[src/rtl/rom_port_arbiter.sv]
// rom_port_arbiter
// ----------------
// Shares the single-port instruction ROM between the fetch stage (port F)
// and the memory stage (port D, loads from the text/constant region).
// The ROM has a fixed pipelined read latency (LATENCY). A shift register
// records which requester owns each in-flight read so that the returning
// data is steered to the right valid strobe. Data reads normally win a
// conflict. After STARVE_MAX consecutive lost conflicts, fetch gets one
// priority win.
//
// Optional feature: define ROM_ARB_PERF_EN to add three 32-bit wrapping
// performance counters (perf_f_grants, perf_d_grants, perf_conflicts).
//
// Ports:
//   clk, reset          rising-edge clock, asynchronous active-high reset
//   f_req/f_addr        fetch read request and byte address
//   f_flush             discard in-flight fetch reads (redirect)
//   f_gnt/f_stall       fetch accepted / fetch must hold its PC
//   f_rvalid/f_rdata    fetch read response
//   d_req/d_addr        data read request and byte address
//   d_gnt               data accepted
//   d_rvalid/d_rdata    data read response
//   mem_en/mem_addr     ROM read enable and word-aligned address
//   mem_dout            ROM read data, LATENCY cycles after mem_en
//   perf_*              (ROM_ARB_PERF_EN only) event counters
module rom_port_arbiter #(
    parameter int LATENCY    = 1,
    parameter int STARVE_MAX = 3
) (
    input  logic        clk,
    input  logic        reset,
    input  logic        f_req,
    input  logic [31:0] f_addr,
    input  logic        f_flush,
    output logic        f_gnt,
    output logic        f_stall,
    output logic        f_rvalid,
    output logic [31:0] f_rdata,
    input  logic        d_req,
    input  logic [31:0] d_addr,
    output logic        d_gnt,
    output logic        d_rvalid,
    output logic [31:0] d_rdata,
    output logic        mem_en,
    output logic [31:0] mem_addr,
    input  logic [31:0] mem_dout
`ifdef ROM_ARB_PERF_EN
    ,
    output logic [31:0] perf_f_grants,
    output logic [31:0] perf_d_grants,
    output logic [31:0] perf_conflicts
`endif
);

    localparam logic [0:0] DATA_PRI   = 1'b0;
    localparam logic [0:0] FETCH_PRI  = 1'b1;
    localparam logic [4:0] STARVE_LIM = 5'(STARVE_MAX);

    logic [0:0]         state_q, state_d;
    logic [3:0]         starve_q, starve_d;
    logic [LATENCY-1:0] vld_q, vld_d;
    logic [LATENCY-1:0] id_q, id_d;   // 0 = fetch, 1 = data
    logic               lost;
    logic [31:0]        gnt_addr;

    // Grants are purely combinational so a request is accepted in its own cycle.
    assign f_gnt   = f_req & (~d_req | (state_q == FETCH_PRI));
    assign d_gnt   = d_req & (~f_req | (state_q == DATA_PRI));
    assign f_stall = f_req & ~f_gnt;
    assign mem_en  = f_gnt | d_gnt;
    assign lost    = f_req & d_req & d_gnt;

    // The byte offset is simply dropped; misaligned addresses are not flagged.
    assign gnt_addr = f_gnt ? f_addr : d_addr;
    assign mem_addr = mem_en ? (gnt_addr & 32'hFFFF_FFFC) : 32'h0000_0000;

    always_comb begin
        starve_d = starve_q;
        state_d  = state_q;
        if (f_gnt || !f_req) begin
            starve_d = 4'd0;
        end else if (lost && (starve_q != 4'hF)) begin
            starve_d = starve_q + 4'd1;
        end
        // Widen by one bit so the saturated count cannot wrap in the compare.
        if ((state_q == DATA_PRI) && lost && (({1'b0, starve_q} + 5'd1) >= STARVE_LIM)) begin
            state_d = FETCH_PRI;
        end else if ((state_q == FETCH_PRI) && f_gnt) begin
            state_d = DATA_PRI;
        end
    end

    // Flush kills every fetch-owned entry, including the one loading this cycle.
    always_comb begin
        vld_d    = '0;
        id_d     = '0;
        vld_d[0] = mem_en & ~(f_flush & ~d_gnt);
        id_d[0]  = d_gnt;
        for (int i = 1; i < LATENCY; i++) begin
            vld_d[i] = vld_q[i-1] & ~(f_flush & ~id_q[i-1]);
            id_d[i]  = id_q[i-1];
        end
    end

    always_ff @(posedge clk or posedge reset) begin
        if (reset) begin
            state_q  <= DATA_PRI;
            starve_q <= 4'd0;
            vld_q    <= '0;
            id_q     <= '0;
        end else begin
            state_q  <= state_d;
            starve_q <= starve_d;
            vld_q    <= vld_d;
            id_q     <= id_d;
        end
    end

    assign f_rvalid = vld_q[LATENCY-1] & ~id_q[LATENCY-1];
    assign d_rvalid = vld_q[LATENCY-1] &  id_q[LATENCY-1];
    assign f_rdata  = mem_dout;
    assign d_rdata  = mem_dout;

`ifdef ROM_ARB_PERF_EN
    logic [31:0] perf_f_q, perf_d_q, perf_c_q;

    always_ff @(posedge clk or posedge reset) begin
        if (reset) begin
            perf_f_q <= 32'd0;
            perf_d_q <= 32'd0;
            perf_c_q <= 32'd0;
        end else begin
            perf_f_q <= perf_f_q + {31'd0, f_gnt};
            perf_d_q <= perf_d_q + {31'd0, d_gnt};
            perf_c_q <= perf_c_q + {31'd0, f_req & d_req};
        end
    end

    assign perf_f_grants  = perf_f_q;
    assign perf_d_grants  = perf_d_q;
    assign perf_conflicts = perf_c_q;
`endif

endmodule

[config.mk]
export PLATFORM = sky130hd
export DESIGN_NAME = rom_port_arbiter
export DESIGN_NICKNAME = d
export VERILOG_FILES = /design/src/rtl/rom_port_arbiter.sv
export SDC_FILE = /design/constraint.sdc
export NUM_CORES = 1
export LEC_CHECK = 0
export CORE_ASPECT_RATIO = 1.25
export CORE_UTILIZATION = 20
export DETAILED_ROUTE_END_ITERATION = 8
export GPL_ROUTABILITY_DRIVEN = 0
export HOLD_SLACK_MARGIN = 0.05
export PLACE_DENSITY = 0.78
export SLEW_MARGIN = 20
export SYNTH_ARGS = -nofsm -noshare
export SYNTH_HDL_FRONTEND = slang
export SYNTH_SLANG_ARGS = --single-unit
[constraint.sdc]
create_clock -name clk -period 1.3 [get_ports clk]
set_input_delay 0.325 -clock clk [delete_from_list [all_inputs] [get_ports clk]]
set_output_delay 0.325 -clock clk [all_outputs]
set_load 0.02 [all_outputs]
==> flow_summary_export.csv <==
group,metric,value,unit
outcome,status,"finished, violations left",
outcome,violations,"setup timing",
synth,synth_top_family_by_area,"buffers and inverters",
floorplanning,die-area,6460,sq um
synth,synth-adder-area-share,2.04,%
synth,synth_area_leaders,"buf_4, a22o_1, dfrtp_1, buf_6, a22o_2",
pwr,p_leak,0.965,nW
detailed_routing,drt-initial-drc-count,30,
floorplanning,initial_core_util,21.0,%
synth,synth_warnings,0,
clock_tree,numCtsBuffers,3,
synth,syn_area,1230,sq um
synth,synth.avg_cell_area,8.64,sq um
global_route,grt_pass1_vias,1170,
global_route,grtUsageTotal,13.5,%
sta,period_needed,1.77,ns
synth,synth-xor-area-share,0.714,%
sta,max_freq,0.565,GHz
critical_path,worst_ep_arrival_time,1.45,ns
detailed_routing,wirelength,4840,microns
global_route,gr-max-usage-layer,"met2",
clock_tree,clock-sinks,7,
pwr,ir_drop,0.628,mV
detailed_routing,drc_errors,0,
place,dp_hpwl,3580,microns
critical_path,cp-end-kind,"output pin",
place,port_buffers,100,
synth,syn_inst,142,
synth,ys_seq_area_share,14.3,%
synth,synth.distinct_cells,23,
floorplanning,core,5860,sq um
final_layout,fillCellCount,604,
critical_path,path_max_fanout,14,
final_layout,antenna_cells,0,
floorplanning,fp.dieH,89.6,microns
global_route,grtUsageMet3,7.25,%
sta,worst_slack,-0.471,ns
final_layout,final_util,37.0,%
clock_tree,cts_tree,"yes",
clock_tree,root_buffer,"clkbuf_8",
synth,muxShareOfSynthArea,0,%
final_layout,seqCellArea,178,sq um
final_layout,post-route-cell-area,2160,sq um
synth,synth-simple-area-share,5.50,%
clock_tree,clock_latency,0.22,ns
job,max_cap_violations,0,
final_layout,drive_gt1_share,42.9,%
synth,netlist_top_cells_count,"buf_4, a22o_1, dfrtp_1",
detailed_routing,ant_nets,0,
clock_tree,htree_levels,1,
critical_path,crit_path_start_kind,"flop",
final_layout,final_cells,278,
place,post_dp_cell_area,1900,sq um
sta,final_hold_viol_count,0,
global_route,grt_pass1_wl,6500,microns
critical_path,reg2reg_slack,-0.11,ns
detailed_routing,avgViaCountPerCell,4.21,
global_route,met1_usage,14.1,%
clock_tree,clk_pin_slew_worst_paths,0.04,ns
sta,drv_slew,0,
detailed_routing,drt-pass1-iter-count,4,
synth,yosysTopAreaCellShare,40.4,%
floorplanning,die_w,72.1,microns
synth,synth_compound_area_share,29.5,%
hold_path,min_path_type,"in -> async",
detailed_routing,vias,1171,
synth,yosys.area.top_type,"buf_4",
final_layout,area_delta_synth_final,76.4,%
global_route,grt_max_degree,15,
sta,fin_worst_skew,0.00267,ns
critical_path,criticalPathCategory,"reg -> out",
clock_tree,clk_path_buf_depth,2,
sta,setup_viol,37,
critical_path,cp_data_required_time,0.98,ns
global_route,antenna_found_initial,0,
detailed_routing,avgRoutedWirePerCell,17.4,microns
synth,synth.most_common_cell,"buf_4",
sta,rsz0062_at_grt,"true",
final_layout,finish.net_count,300,
global_route,grt-ovfl-total,0,
critical_path,r2r-start,"state_q",
synth,ys_ff_latch,7,
pwr,power,1.44,mW
place,dp_slack,-1.18,ns
place,dp.cells,262,
synth,async_flop_share,100,%
floorplanning,num_io_pins,203,
global_route,grtUsageMet2,23.5,%
critical_path,timing.rr.end,"state_q",
final_layout,multiInputGateArea,534,sq um
synth,synth_ff_type,"dfrtp_1",
sta,finalCritPeriodShare,136,%
critical_path,worst_r2r_path_depth,7,
pwr,powerDensity,666,nW/um^2
floorplanning,core.rowCount,31,
synth,synth-edff-count,0,
[flip-flops by register name (all words and copies together) (netlist names)]
register	count
vld_q	1
id_q	1
starve_q	4
state_q	1
[per-stage QoR]
stage               setup TNS, ns  hold slack, ns
floorplan                   -1.30           0.128
global placement           -37.71           0.565
detailed placement         -38.83           0.581
CTS                        -16.81           0.341
global route               -16.67           0.369
finish                     -14.64           0.333
[cells by family after synthesis]
logic type      Yosys count
flops                     7
simple gates             13
compound gates           40
fa+ha+maj                 2
other cells               1
buf+inv                  78
xor+xnor                  1
[cell usage in the layout (no fill, tap or decap), types with 3 or more instances in the layout]
cell	Yosys	routed
a211oi_2	0	3
a22o_1	24	21
buf_4	66	14
a22o_4	0	3
a22o_2	6	6
buf_6	6	33
inv_1	6	5
clkbuf_8	0	3
buf_2	0	6
dfrtp_1	7	5
clkdlybuf4s50_1	0	62
buf_16	0	3
[repair_timing]
item,in CTS,in global routing
endpoints found under the hold margin,0,0
gates cloned,4,0
endpoints found under the setup margin,42,38
hold buffers,0,0
resized for setup,208,10
buffers inserted,9,2
pin swaps,6,7
[worst max-delay path, cell delays in order, from the launching register on]
cell	delay, ns
dfrtp_2	0.43
inv_2	0.09
a21boi_4	0.06
buf_4	0.14
buf_16	0.14
a22o_1	0.20
buf_4	0.16
[power by group]
part           internal (mW)  switching [mW]
sequential             0.230          0.0119
clock                  0.211          0.0867
combinational          0.540           0.360
[how the worst max path moves through the flow]
stage	start	to	slack [ns]	depth (start not counted)
CTS	state_q	mem_addr[12]	-0.57	7
global placement	f_req	mem_addr[18]	-1.16	5
finish	state_q	mem_addr[6]	-0.47	6
detailed placement	f_req	mem_addr[18]	-1.18	5
floorplan	state_q	mem_addr[22]	-0.05	4
global route	state_q	mem_addr[12]	-0.53	6
[final cells by class]
cell class / instances / area share, %
tap: 82 / 4.74
inverter: 6 / 1.04
clock buffer: 4 / 2.08
sequential: 7 / 8.21
timing repair buffer: 121 / 59.2
multi-input combinational: 58 / 24.7
[layer usage]
layer | share of wire (%) | up-vias
met3 | 16 | 12
li1 | - | 537
met5 | 0 | -
met2 | 50 | 95
met1 | 34 | 527
met4 | 0.72 | 0
(Power assumes the default switching activity.)
